## src/rtl/vector_lsu_addr_gen_pkg.sv

```systemverilog
// Shared definitions for the vector LSU address sequencer:
// FSM states, element-width encoding, addressing modes and an alignment helper.
package vector_lsu_addr_gen_pkg;

    typedef enum logic [1:0] {
        IDLE  = 2'd0,
        ISSUE = 2'd1,
        DONE  = 2'd2
    } lsu_state_e;

    typedef enum logic [1:0] {
        EEW_8   = 2'b00,
        EEW_16  = 2'b01,
        EEW_32  = 2'b10,
        EEW_RSV = 2'b11
    } eew_e;

    typedef enum logic [1:0] {
        UNIT    = 2'd0,
        STRIDED = 2'd1,
        INDEXED = 2'd2
    } lsu_mode_e;

    // True when the two low address bits are not aligned to the element width.
    function automatic logic addr_misaligned(logic [1:0] lo, eew_e w);
        logic r;
        r = 1'b0;
        unique case (w)
            EEW_16:  r = lo[0];
            EEW_32:  r = |lo;
            default: r = 1'b0;
        endcase
        return r;
    endfunction

endpackage

```

## src/rtl/vector_lsu_addr_calc.sv

```systemverilog
// Combinational element address and next-accumulator computation.
// Ports: mode/acc/stride/eew/base/offset in; element address and next acc out.
module vector_lsu_addr_calc
    import vector_lsu_addr_gen_pkg::*;
#(
    parameter int XLEN = 32
) (
    input  lsu_mode_e       mode_i,
    input  logic [XLEN-1:0] acc_i,
    input  logic [XLEN-1:0] stride_i,
    input  eew_e            eew_i,
    input  logic [XLEN-1:0] base_i,
    input  logic [XLEN-1:0] offset_i,
    output logic [XLEN-1:0] elem_addr_o,
    output logic [XLEN-1:0] next_acc_o
);

    logic [XLEN-1:0] unit_inc;

    assign unit_inc = XLEN'(1) << eew_i;

    always_comb begin
        elem_addr_o = acc_i;
        next_acc_o  = acc_i + stride_i;
        unique case (mode_i)
            UNIT:    next_acc_o  = acc_i + unit_inc;
            INDEXED: elem_addr_o = base_i + offset_i;
            default: next_acc_o  = acc_i + stride_i;
        endcase
    end

endmodule

```

## src/rtl/vector_lsu_addr_gen.sv

```systemverilog
// Per-element vector load/store address sequencer (IDLE -> ISSUE -> DONE).
// Ports: start + LSU controls + scalar operands in; one valid/ready memory
// request per element out, plus busy and a one-cycle done pulse.
// Optional: define VEC_LSU_MISALIGN_CHK_EN to add the misalign output, which
// aborts the sequence on the first element not aligned to eew.
module vector_lsu_addr_gen
    import vector_lsu_addr_gen_pkg::*;
#(
    parameter int XLEN   = 32,
    parameter int MAX_VL = 512,
    parameter int VL_W   = $clog2(MAX_VL) + 1
) (
    input  logic            clk,
    input  logic            reset,
    input  logic            start,
    input  logic            ld_inst,
    input  logic            st_inst,
    input  logic            stride_sel,
    input  logic            index_str,
    input  logic            index_unordered,
    input  logic [1:0]      eew,
    input  logic [XLEN-1:0] base_addr,
    input  logic [XLEN-1:0] stride,
    input  logic [VL_W-1:0] vl,
    input  logic [XLEN-1:0] offset_elem,
    output logic [VL_W-1:0] elem_idx,
    output logic            mem_req_valid,
    input  logic            mem_req_ready,
    output logic [XLEN-1:0] mem_addr,
    output logic            mem_we,
    output logic [1:0]      mem_size,
`ifdef VEC_LSU_MISALIGN_CHK_EN
    output logic            misalign,
`endif
    output logic            busy,
    output logic            done
);

    lsu_state_e      state_q, state_d;
    lsu_mode_e       mode_q, mode_d;
    eew_e            eew_q, eew_d;
    logic            we_q, we_d;
    logic [XLEN-1:0] base_q, base_d;
    logic [XLEN-1:0] stride_q, stride_d;
    logic [XLEN-1:0] acc_q, acc_d;
    logic [VL_W-1:0] vl_q, vl_d;
    logic [VL_W-1:0] idx_q, idx_d;
    logic            mis_q, mis_d;

    logic [XLEN-1:0] elem_addr;
    logic [XLEN-1:0] next_acc;
    logic            accept;
    logic            bad_align;
    logic            in_issue;
    lsu_mode_e       new_mode;

    // Ordering is always ascending; the unordered hint carries no behaviour.
    logic unused_hint;
    assign unused_hint = index_unordered;

    vector_lsu_addr_calc #(.XLEN(XLEN)) u_calc (
        .mode_i      (mode_q),
        .acc_i       (acc_q),
        .stride_i    (stride_q),
        .eew_i       (eew_q),
        .base_i      (base_q),
        .offset_i    (offset_elem),
        .elem_addr_o (elem_addr),
        .next_acc_o  (next_acc)
    );

    assign accept = (ld_inst ^ st_inst) && (eew != 2'b11);

    always_comb begin
        new_mode = STRIDED;
        if (index_str)
            new_mode = INDEXED;
        else if (stride_sel)
            new_mode = UNIT;
    end

`ifdef VEC_LSU_MISALIGN_CHK_EN
    assign bad_align = addr_misaligned(elem_addr[1:0], eew_q);
    assign misalign  = mis_q;
`else
    assign bad_align = 1'b0;
`endif

    always_comb begin
        state_d       = state_q;
        mode_d        = mode_q;
        eew_d         = eew_q;
        we_d          = we_q;
        base_d        = base_q;
        stride_d      = stride_q;
        acc_d         = acc_q;
        vl_d          = vl_q;
        idx_d         = idx_q;
        mis_d         = 1'b0;
        mem_req_valid = 1'b0;
        busy          = 1'b0;
        done          = 1'b0;
        unique case (state_q)
            IDLE: begin
                if (start && accept) begin
                    mode_d   = new_mode;
                    eew_d    = eew_e'(eew);
                    we_d     = st_inst;
                    base_d   = base_addr;
                    stride_d = stride;
                    acc_d    = base_addr;
                    vl_d     = vl;
                    idx_d    = '0;
                    state_d  = (vl == '0) ? DONE : ISSUE;
                end
            end
            ISSUE: begin
                busy = 1'b1;
                if (bad_align) begin
                    mis_d   = 1'b1;
                    state_d = DONE;
                end else begin
                    mem_req_valid = 1'b1;
                    if (mem_req_ready) begin
                        if (idx_q == vl_q - VL_W'(1)) begin
                            state_d = DONE;
                        end else begin
                            idx_d = idx_q + VL_W'(1);
                            acc_d = next_acc;
                        end
                    end
                end
            end
            DONE: begin
                busy    = 1'b1;
                done    = 1'b1;
                state_d = IDLE;
            end
            default: state_d = IDLE;
        endcase
    end

    always_ff @(posedge clk or posedge reset) begin
        if (reset) begin
            state_q  <= IDLE;
            mode_q   <= UNIT;
            eew_q    <= EEW_8;
            we_q     <= 1'b0;
            base_q   <= '0;
            stride_q <= '0;
            acc_q    <= '0;
            vl_q     <= '0;
            idx_q    <= '0;
            mis_q    <= 1'b0;
        end else begin
            state_q  <= state_d;
            mode_q   <= mode_d;
            eew_q    <= eew_d;
            we_q     <= we_d;
            base_q   <= base_d;
            stride_q <= stride_d;
            acc_q    <= acc_d;
            vl_q     <= vl_d;
            idx_q    <= idx_d;
            mis_q    <= mis_d;
        end
    end

    // Request attributes are only meaningful while issuing; zero elsewhere.
    assign in_issue = (state_q == ISSUE);
    assign elem_idx = idx_q;
    assign mem_addr = in_issue ? elem_addr : '0;
    assign mem_we   = in_issue & we_q;
    assign mem_size = in_issue ? eew_q : 2'b00;

endmodule

```

## config.mk

```make
export PLATFORM = sky130hd
export DESIGN_NAME = vector_lsu_addr_gen
export DESIGN_NICKNAME = d
export VERILOG_FILES = /design/src/rtl/vector_lsu_addr_gen_pkg.sv /design/src/rtl/vector_lsu_addr_calc.sv /design/src/rtl/vector_lsu_addr_gen.sv
export SDC_FILE = /design/constraint.sdc
export NUM_CORES = 1
export LEC_CHECK = 0
export CAP_MARGIN = 40
export CORE_AREA = 2 2 142 144
export DETAILED_ROUTE_END_ITERATION = 8
export DIE_AREA = 0 0 144 146
export PLACE_DENSITY = 0.86
export SYNTH_ARGS = -nofsm -noshare
export SYNTH_HDL_FRONTEND = slang
export SYNTH_SLANG_ARGS = --single-unit
```

## constraint.sdc

```tcl
create_clock -name clk -period 4 [get_ports clk]
set_clock_uncertainty 0.15 [all_clocks]
set_input_delay 0.8 -clock clk [delete_from_list [all_inputs] [get_ports clk]]
set_output_delay 0.8 -clock clk [all_outputs]
set_load 0.1 [all_outputs]
```

==> results of run 1 <==
==> worst paths after layout <==
kind                                           from                        to  slack, ns  cells after the start
max                                 offset_elem[24]              mem_addr[31]      -0.36                     11
min                        stride_q[11]$_DFFE_PP0P_  stride_q[11]$_DFFE_PP0P_       0.34                      1
max reg2reg                   mode_q[1]$_DFFE_PP0P_     acc_q[31]$_DFFE_PP0P_       0.12                     14
min reg2reg                stride_q[11]$_DFFE_PP0P_  stride_q[11]$_DFFE_PP0P_       0.34                      1
max in group asynchronous                     reset    base_q[21]$_DFFE_PP0P_       2.16                      3
min in group asynchronous                     reset       vl_q[2]$_DFFE_PP0P_       0.75                      2
==> layout by cell type, fill, tap and decap left out, types with 10 or more instances in the layout <==
| cell | synthesis | routed |
|---|---|---|
| dfrtp_1 | 123 | 123 |
| buf_4 | 0 | 117 |
| clkdlybuf4s50_1 | 0 | 102 |
| nand2_1 | 93 | 87 |
| a21oi_1 | 115 | 82 |
| mux2_2 | 80 | 80 |
| nor2_1 | 64 | 62 |
| ha_1 | 67 | 42 |
| xnor2_1 | 39 | 35 |
| buf_12 | 0 | 35 |
| and2_1 | 34 | 33 |
| a21o_1 | 27 | 27 |
| o21ai_0 | 34 | 26 |
| nand3_1 | 29 | 25 |
| mux2i_1 | 24 | 24 |
| a21oi_2 | 2 | 24 |
| xor2_1 | 26 | 23 |
| inv_1 | 25 | 22 |
| ha_4 | 0 | 22 |
| clkbuf_16 | 0 | 18 |
| buf_6 | 1 | 14 |
| o211ai_1 | 12 | 12 |
| and3_1 | 12 | 11 |
| nor3_1 | 14 | 11 |
| a21oi_4 | 0 | 11 |
| buf_8 | 0 | 11 |
| o21ai_2 | 3 | 10 |
==> cell usage after synthesis (3+ instances only) <==
master      n
dfrtp_1   123
a21oi_1   115
nand2_1    93
mux2_2     80
ha_1       67
nor2_1     64
xnor2_1    39
and2_1     34
o21ai_0    34
clkbuf_1   32
nand3_1    29
a21o_1     27
xor2_1     26
inv_1      25
mux2i_1    24
buf_2      14
nor3_1     14
and3_1     12
o211ai_1   12
nor2b_1    11
o21a_1      9
o21bai_1    9
o31ai_1     9
a211oi_1    8
a31oi_1     8
nand4_1     8
nand2b_1    7
o21ai_1     6
buf_1       5
nor4_1      5
nand3b_1    4
a211o_1     3
a221oi_1    3
a311o_1     3
a31o_2      3
o21ai_2     3
or3_1       3
==> cell families (layout without fill, tap and decap cells) <==
logic type      Yosys count  count (layout)  synth area share, %
simple gates            302             302                 16.4
mux                     105             105                 12.4
fa+ha+maj                69              69                 9.41
compound gates          282             282                 19.4
flops                   123             123                 33.0
xor+xnor                 65              65                 6.10
other cells               0               6                    0
buf+inv                  77             357                 3.36
==> sequential cells by signal, summed over array words and instances (netlist names) <==
register and cells:
stride_q 32, we_q 1, eew_q 2, base_q 32, mode_q 2, acc_q 32
vl_q 10, elem_idx 10, state_q 2
==> final cells by class <==
cell class,count,area [um2]
sequential,123,3080
fill,1112,5180
multi-input combinational,823,6840
clock inverter,13,236
tap,265,332
antenna,6,15.0
timing repair buffer,300,3100
inverter,25,97.6
clock buffer,19,453
==> metal layers <==
layer  wire length [um]  part of all wire, %  track usage [%]
met1              13900                   36             41.9
met2              16800                   44             51.2
met3               4210                   11             7.54
met4               3270                  8.6             20.9
met5                 13                0.034                0
==> through the flow <==
stage                     instances  worst slack, ns  instance area, um2
final                          1574           -0.356               14200
after global routing           1573           -0.402               14100
after floorplan                1023           -0.762                9660
after global placement         1486           -0.589               12400
after detailed placement       1497           -0.652               12600
after CTS                      1557           -0.264               13900
==> timing repair <==
item | CTS | global route
buffers inserted | 29 | 13
endpoints found under the hold margin | 0 | 0
pin swaps | 81 | 78
gates resized for setup | 128 | 46
endpoints found under the setup margin | 26 | 31
==> flow_metrics.tcl, run 1 <==
set metrics [dict create \
    grt_setup_unrepaired "yes" \
    grt_pass1_wl_mm 54.2 \
    max_slew_margin_pct 34.3 \
    violations "negative setup slack" \
    yosysTopAreaCell "dfrtp_1" \
    crit_arrival_ns 3.41 \
    yosysSeqAreaShare_pct 33.0 \
    critPathLaunchType "input port" \
    netlist_instances 1023 \
    setup_tns_ns -4.50 \
    drc_errors 0 \
    status "finished with violations" \
    cts_max_path_buffers 2 \
    cts_sinks 123 \
    ctsHoldBuffers 0 \
    ys_seq_elements 123 \
    globalplace.congestion 0.944 \
    wire_per_inst_um 24.3 \
    post_synth_instance_area_um2 9340 \
    synth.distinct_cells 74 \
    cp_top_family "compound AO/OA/AOI/OAI gates" \
    synthTopCellsByArea "dfrtp_1, mux2_2, ha_1" \
    synthFlopType "dfrtp_1" \
    syn_nets 1209 \
    wl_mm 38.2 \
    grtUsageTotal_pct 33.2 \
    path_clk_slew_ns 0.05 \
    async_reset_ff_share_pct 100 \
    whs_ns 0.342 \
    setup_viol 22 \
    setup_ws_ns -0.356 \
    via_count 10312 \
    die-height_um 146 \
    min_path_type "reg -> reg" \
    final_nets 1476 \
    htreeDepth 4 \
    fin_crit_ns 4.36 \
    finalHoldViolCount 0 \
    crit_fanout 5 \
    layout-area-overhead-vs-synth_pct 51.6 \
    drt-pass1-iter-count 8 \
    endpoint_kind "output pin" \
    port_buffers 163 \
    fin_util_pct 73.2 \
    clk_latency_ns 0.45 \
    required_ns 3.05 \
    fp.coreArea_um2 19300 \
    grt_pass1_vias 10026 \
    dieArea_um2 21000 \
    ys.warnings.count 0 \
    dpl.hpwl_mm 22.5 \
    ioPinCount 165 \
    cts_buffers 17 \
    fmax_mhz 230 \
    synth_top_area_share_pct 33.0 \
    slowest_stage "clkdlybuf4s50_1" \
    synth-edff-count 0 \
    cts_tree "yes" \
    maxCapViolations 0 \
    worstMarginPinSlew_ns 0.985 \
    start_util_pct 48.3 \
    slew_viol_final 0 \
    first_iter_violations 1185 \
    rows 51 \
    grt_max_degree 59 \
    grt.overflow.total 0 \
    cp_cell_sequence "clkdlybuf4s50_1 -> ha_4 -> and3_1 -> nand2_1 -> nor2_2 -> a311oi_2 -> a21oi_2 -> a31oi_1 -> xnor2_1 -> a21oi_4 -> buf_12" \
    max_stage_delay_ns 0.56 \
    die_x_um 144 \
    drive_above_1_share_pct 33.8 \
    antenna_found_initial 7 \
    drt-vias-per-instance 6.55 \
    criticalPathCategory "in -> out" \
    avgSynthCellArea_um2 9.13 \
    finalCritPeriodShare_pct 109 \
    ant_nets 0 \
    cts_root_buffer "clkbuf_16" \
    critPathBufInv 2 \
]
Power of run 1 is not shown: default switching activity piles up to over one toggle a cycle in this logic, so the estimate is an artifact.
==> run 2: changes to the inputs <==
--- a/config.mk
+++ b/config.mk
@@ -6,10 +6,11 @@
 export NUM_CORES = 1
 export LEC_CHECK = 0
 export CAP_MARGIN = 40
-export CORE_AREA = 2 2 142 144
+export CORE_AREA = 2 2 140 142
 export DETAILED_ROUTE_END_ITERATION = 8
-export DIE_AREA = 0 0 144 146
-export PLACE_DENSITY = 0.86
+export DIE_AREA = 0 0 142 144
+export PLACE_DENSITY = 0.85
+export SLEW_MARGIN = 20
 export SYNTH_ARGS = -nofsm -noshare
 export SYNTH_HDL_FRONTEND = slang
 export SYNTH_SLANG_ARGS = --single-unit
==> constraint.sdc (replaced) <==
create_clock -name clk -period 4.4 [get_ports clk]
set_clock_uncertainty 0.15 [all_clocks]
set_input_delay 0.88 -clock clk [delete_from_list [all_inputs] [get_ports clk]]
set_output_delay 0.88 -clock clk [all_outputs]
set_load 0.1 [all_outputs]
==> run 2 against run 1 <==
  * The run still ends with negative setup slack left
  * Register-to-register slack improved by 0.13 ns
  * Non-clock buffer count fell by 33
  * Die area fell by 2.7%
  * Cell count fell by 4.2%
==> flow_metrics.tcl, run 2 (synthesized netlist as in run 1, its figures left out) <==
set metrics [dict create \
    via_count 9312 \
    min_path_type "reg -> reg" \
    final_nets 1443 \
    fp.coreArea_um2 19100 \
    grt_pass1_vias 8987 \
    antenna_found_initial 0 \
    htreeDepth 4 \
    drt-pass1-iter-count 5 \
    ant_nets 0 \
    grt_max_degree 65 \
    die_x_um 142 \
    die-height_um 144 \
    slowest_stage "fa_2" \
    setup_ws_ns -0.0636 \
    crit_fanout 2 \
    grt_setup_unrepaired "yes" \
    required_ns 3.37 \
    slew_viol_final 0 \
    drc_errors 0 \
    endpoint_kind "output pin" \
    mostFrequentLayoutCells "dfrtp_1, clkdlybuf4s50_1, nand2_1" \
    cts_sinks 123 \
    crit_arrival_ns 3.43 \
    ctsHoldBuffers 0 \
    grtUsageTotal_pct 29.4 \
    cts_tree "yes" \
    fmax_mhz 224 \
    drive_above_1_share_pct 29.8 \
    first_iter_violations 853 \
    violations "negative setup slack" \
    grt.overflow.total 0 \
    met3_usage_pct 5.50 \
    layout-area-overhead-vs-synth_pct 46.1 \
    antenna_cells 0 \
    max_stage_delay_ns 0.23 \
    dpl-instance-area_um2 12400 \
    fillers 1195 \
    clk_latency_ns 0.44 \
    crit_start "offset_elem[0]" \
    worstMarginPinSlew_ns 0.798 \
    critPathBufInv 4 \
    busiest_layer "met2" \
    cts_buffers 17 \
    status "finished with violations" \
    cts_max_path_buffers 2 \
    cts_root_buffer "clkbuf_16" \
    max_slew_margin_pct 46.7 \
    maxCapViolations 0 \
    rows 51 \
    reg_top3 "acc_q (32), base_q (32), stride_q (32)" \
    final_common_cell "dfrtp_1" \
    globalplace.congestion 0.954 \
    drt-vias-per-instance 6.18 \
    criticalPathCategory "in -> out" \
    critPathLaunchType "input port" \
    cp_top_family "compound AO/OA/AOI/OAI gates" \
    wl_mm 31.8 \
    finalHoldViolCount 0 \
    groute.layer.met1.usage_pct 38.0 \
    wire_per_inst_um 21.1 \
    final_area_um2 13600 \
    setup_tns_ns -0.0787 \
    grt_pass1_wl_mm 46.8 \
    timing.rr.start "mode_q[0]$_DFFE_PP0P_" \
    ioPinCount 165 \
    path_clk_slew_ns 0.05 \
    met2_usage_pct 48.1 \
    port_buffers 163 \
    start_util_pct 48.9 \
    cp_cell_sequence "buf_6 -> ha_4 -> inv_2 -> fa_2 -> nor2b_4 -> o21a_1 -> o21ai_2 -> a21o_1 -> nand2_1 -> or2_4 -> a21o_1 -> buf_6 -> xor2_2 -> nand2_2 -> a21oi_4 -> buf_12" \
    dieArea_um2 20400 \
    setup_viol 2 \
    dpl.hpwl_mm 22.1 \
    hp-start "stride_q[7]$_DFFE_PP0P_" \
    fin_crit_ns 4.46 \
    finalCritPeriodShare_pct 101 \
]
[run 2: worst register-to-register path, delay by kind of cell (launching register included)]
family,cells,cell delay [ns]
AO/OA/AOI/OAI,7,1.38
XOR/XNOR,1,0.20
adder cells (fa/ha/maj),2,0.57
buffers and inverters,3,0.54
flip-flops,1,0.43
multiplexers,1,0.28
AND/OR/NAND/NOR,3,0.50
[run 2: path summary, 6_finish.rpt]
path	to	slack [ns]	cells after the start
worst min-delay path	stride_q[7]$_DFFE_PP0P_	0.35	1
max in group asynchronous	acc_q[15]$_DFFE_PP0P_	2.71	4
min in group asynchronous	vl_q[5]$_DFFE_PP0P_	0.50	2
worst max-delay path	mem_addr[10]	-0.06	16
worst max register to register	acc_q[26]$_DFFE_PP0P_	0.25	17
worst min register to register	stride_q[7]$_DFFE_PP0P_	0.35	1
[run 2: final cells by class]
| cell class | instances | area, um2 | share of cell area (%) |
|---|---|---|---|
| Timing Repair Buffer | 267 | 2960 | 21.7 |
| Inverter | 25 | 96.3 | 0.706 |
| Clock buffer | 22 | 464 | 3.40 |
| Clock inverter | 10 | 140 | 1.03 |
| Tap cell | 238 | 298 | 2.18 |
| Multi-Input combinational cell | 823 | 6610 | 48.4 |
| Sequential cell | 123 | 3080 | 22.6 |
[run 2: repair_timing]
action / in CTS / in global routing
setup endpoints to repair: 23 / 21
resized for setup: 65 / 62
buffers inserted: 10 / 8
pin swaps: 52 / 57
[run 2: metal layers]
metal	share of wire (%)	routed length, um	vias up
met4	4.7	1500	0
met5	0	0	-
met3	8.2	2610	118
met1	40	12700	4475
li1	-	-	4189
met2	47	15000	530
[run 2: metrics by stage]
stage	util [%]	hold slack [ns]	cells	setup slack (ns)
after floorplan	-	0.321	1023	-0.620
after global routing	71.5	0.359	1508	-0.133
after CTS	69.7	0.347	1500	-0.00544
final	71.5	0.345	1508	-0.0636
after detailed placement	65.1	0.335	1458	-0.528
after global placement	63.4	0.329	1441	-0.477
Power of run 2 is left out for the same reason.
==> run 3: changes to the inputs <==
--- a/config.mk
+++ b/config.mk
@@ -9,7 +9,8 @@
 export CORE_AREA = 2 2 140 142
 export DETAILED_ROUTE_END_ITERATION = 8
 export DIE_AREA = 0 0 142 144
-export PLACE_DENSITY = 0.85
+export DONT_BUFFER_PORTS = 1
+export PLACE_DENSITY_LB_ADDON = 0.2
 export SLEW_MARGIN = 20
 export SYNTH_ARGS = -nofsm -noshare
 export SYNTH_HDL_FRONTEND = slang
==> run 3 against run 2 <==
  * The run now ends clean
  * Routed wire length fell by 19%
  * Highest routed layer is now met5
  * Global-route usage fell by 4.0 points
  * Count of clock-buffer cells in the layout fell by 5
  * Cell area fell by 17%
  * Fmax rose by 2.7%
  * Register-to-register slack improved by 0.06 ns
  * Utilization fell by 12 points
  * Die area did not move
  * Non-clock buffer count fell by 185
  * Worst hold slack got worse by 0.23 ns
==> flow_metrics.tcl, run 3 (synthesized netlist as in run 1, its figures left out) <==
set metrics [dict create \
    pre_cts_ws_ns -0.0991 \
    wire_per_inst_um 19.5 \
    rows 51 \
    worstMarginPinSlew_ns 0.862 \
    setup_ws_ns 0.0548 \
    grt.overflow.total 0 \
    crit_fanout 4 \
    cts_root_buffer "clkbuf_16" \
    port_buffers 0 \
    final_area_um2 11300 \
    required_ns 3.37 \
    met2_length_mm 10.8 \
    dr.max_layer_used "met5" \
    clk_latency_ns 0.44 \
    grt_pass1_vias 7275 \
    dpl-instance-area_um2 10600 \
    status "finished, final reports clean" \
    fin_util_pct 59.4 \
    drive_above_1_share_pct 25.2 \
    grtUsageTotal_pct 25.4 \
    routedLengthMet1_mm 12.5 \
    first_iter_violations 562 \
    antenna_found_initial 1 \
    setup_viol 0 \
    grt_setup_unrepaired "yes" \
    fin_crit_ns 4.35 \
    antenna_cells 0 \
    cts_max_path_buffers 2 \
    globalplace.congestion 0.942 \
    die_x_um 142 \
    ant_nets 0 \
    via_count 7823 \
    crit_arrival_ns 3.32 \
    wl_mm 25.8 \
    grt_pass1_wl_mm 40.1 \
    path_clk_slew_ns 0.07 \
    final_nets 1258 \
    ctsHoldBuffers 0 \
    die-height_um 144 \
    cts_tree "yes" \
    wl_met3_mm 1.87 \
    htreeDepth 4 \
    min_path_type "in -> async" \
    drc_errors 0 \
    fmax_mhz 230 \
    endpoint_kind "output pin" \
    fp.coreArea_um2 19100 \
    criticalPathCategory "reg -> out" \
    drt-vias-per-instance 5.91 \
    layout-area-overhead-vs-synth_pct 21.5 \
    grt_max_degree 61 \
    final_common_cell "dfrtp_1" \
    slew_viol_final 0 \
    drt-pass1-iter-count 5 \
    max_slew_margin_pct 42.6 \
    cts_buffers 17 \
    dieArea_um2 20400 \
    dpl.hpwl_mm 19.7 \
    setup_tns_ns 0 \
    reg_top3 "acc_q (32), base_q (32), stride_q (32)" \
    finalCritPeriodShare_pct 98.8 \
    maxCapViolations 0 \
    cts_sinks 123 \
    start_util_pct 48.9 \
    finalHoldViolCount 0 \
    ioPinCount 165 \
    mostFrequentLayoutCells "dfrtp_1, nand2_1, a21oi_1" \
    critPathLaunchType "flop" \
]
## run 3: cell types whose count changed in the layout (fill, tap and decap cells not counted), sizes merged, moves of 6 or more
cell           previous run  this run
clkdlybuf4s50           109         0
buf                     138        81
clkbuf                   27        18
inv                      26        34
dlygate4sd2               7         0
dlymetal6s2s              6         0
## run 3: final cells by class
cell class | count | area, um2
Clock buffer | 17 | 425
Sequential cell | 123 | 3080
Clock inverter | 15 | 174
Timing Repair Buffer | 82 | 966
Multi-Input combinational cell | 823 | 6300
Fill cell | 1642 | 7740
Tap cell | 238 | 298
Inverter | 25 | 96.3
## run 3: routing by layer
layer / up-vias / track usage (%)
met5: - / 0
met4: 2 / 7.79
met3: 38 / 6.72
met2: 252 / 36.1
met1: 3702 / 37.5
li1: 3829 / -
## run 3: worst max-delay path, stage by stage, from the launching register on
cell and delay (ns):
dfrtp_1 0.41, ha_4 0.16, inv_2 0.04, fa_2 0.35
nor2b_2 0.14, o21a_1 0.17, o21ai_2 0.06, a21o_1 0.20
a21oi_2 0.19, buf_4 0.16, o2111ai_4 0.12, a31oi_4 0.20
buf_4 0.13, buf_6 0.10, a311o_1 0.18, nand3_2 0.09
buf_12 0.18
## run 3: timing repair
action / in CTS / in global routing
gates resized for setup: 4 / 20
gates cloned: 0 / 0
pin swaps: 3 / 14
buffers inserted: 0 / 2
setup endpoints to repair: 7 / 15
## run 3: path summary, 6_finish.rpt
check                                               from                        to  slack (ns)  cells after the start
max in group asynchronous                          reset      acc_q[3]$_DFFE_PP0P_        3.12                      3
worst min register to register  stride_q[11]$_DFFE_PP0P_  stride_q[11]$_DFFE_PP0P_        0.35                      1
worst max register to register     mode_q[0]$_DFFE_PP0P_     acc_q[28]$_DFFE_PP0P_        0.31                     15
worst max-delay path               base_q[0]$_DFFE_PP0P_              mem_addr[26]        0.05                     16
worst min-delay path                               reset       vl_q[4]$_DFFE_PP0P_        0.11                      1
min in group clk                stride_q[11]$_DFFE_PP0P_  stride_q[11]$_DFFE_PP0P_        0.35                      1
## run 3: per-stage QoR
step / hold slack (ns) / cells
floorplan: 0.321 / 1023
global placement: 0.331 / 1282
detailed placement: 0.334 / 1289
CTS: 0.105 / 1321
global route: 0.117 / 1323
finish: 0.111 / 1323
Power of run 3 is left out for the same reason.
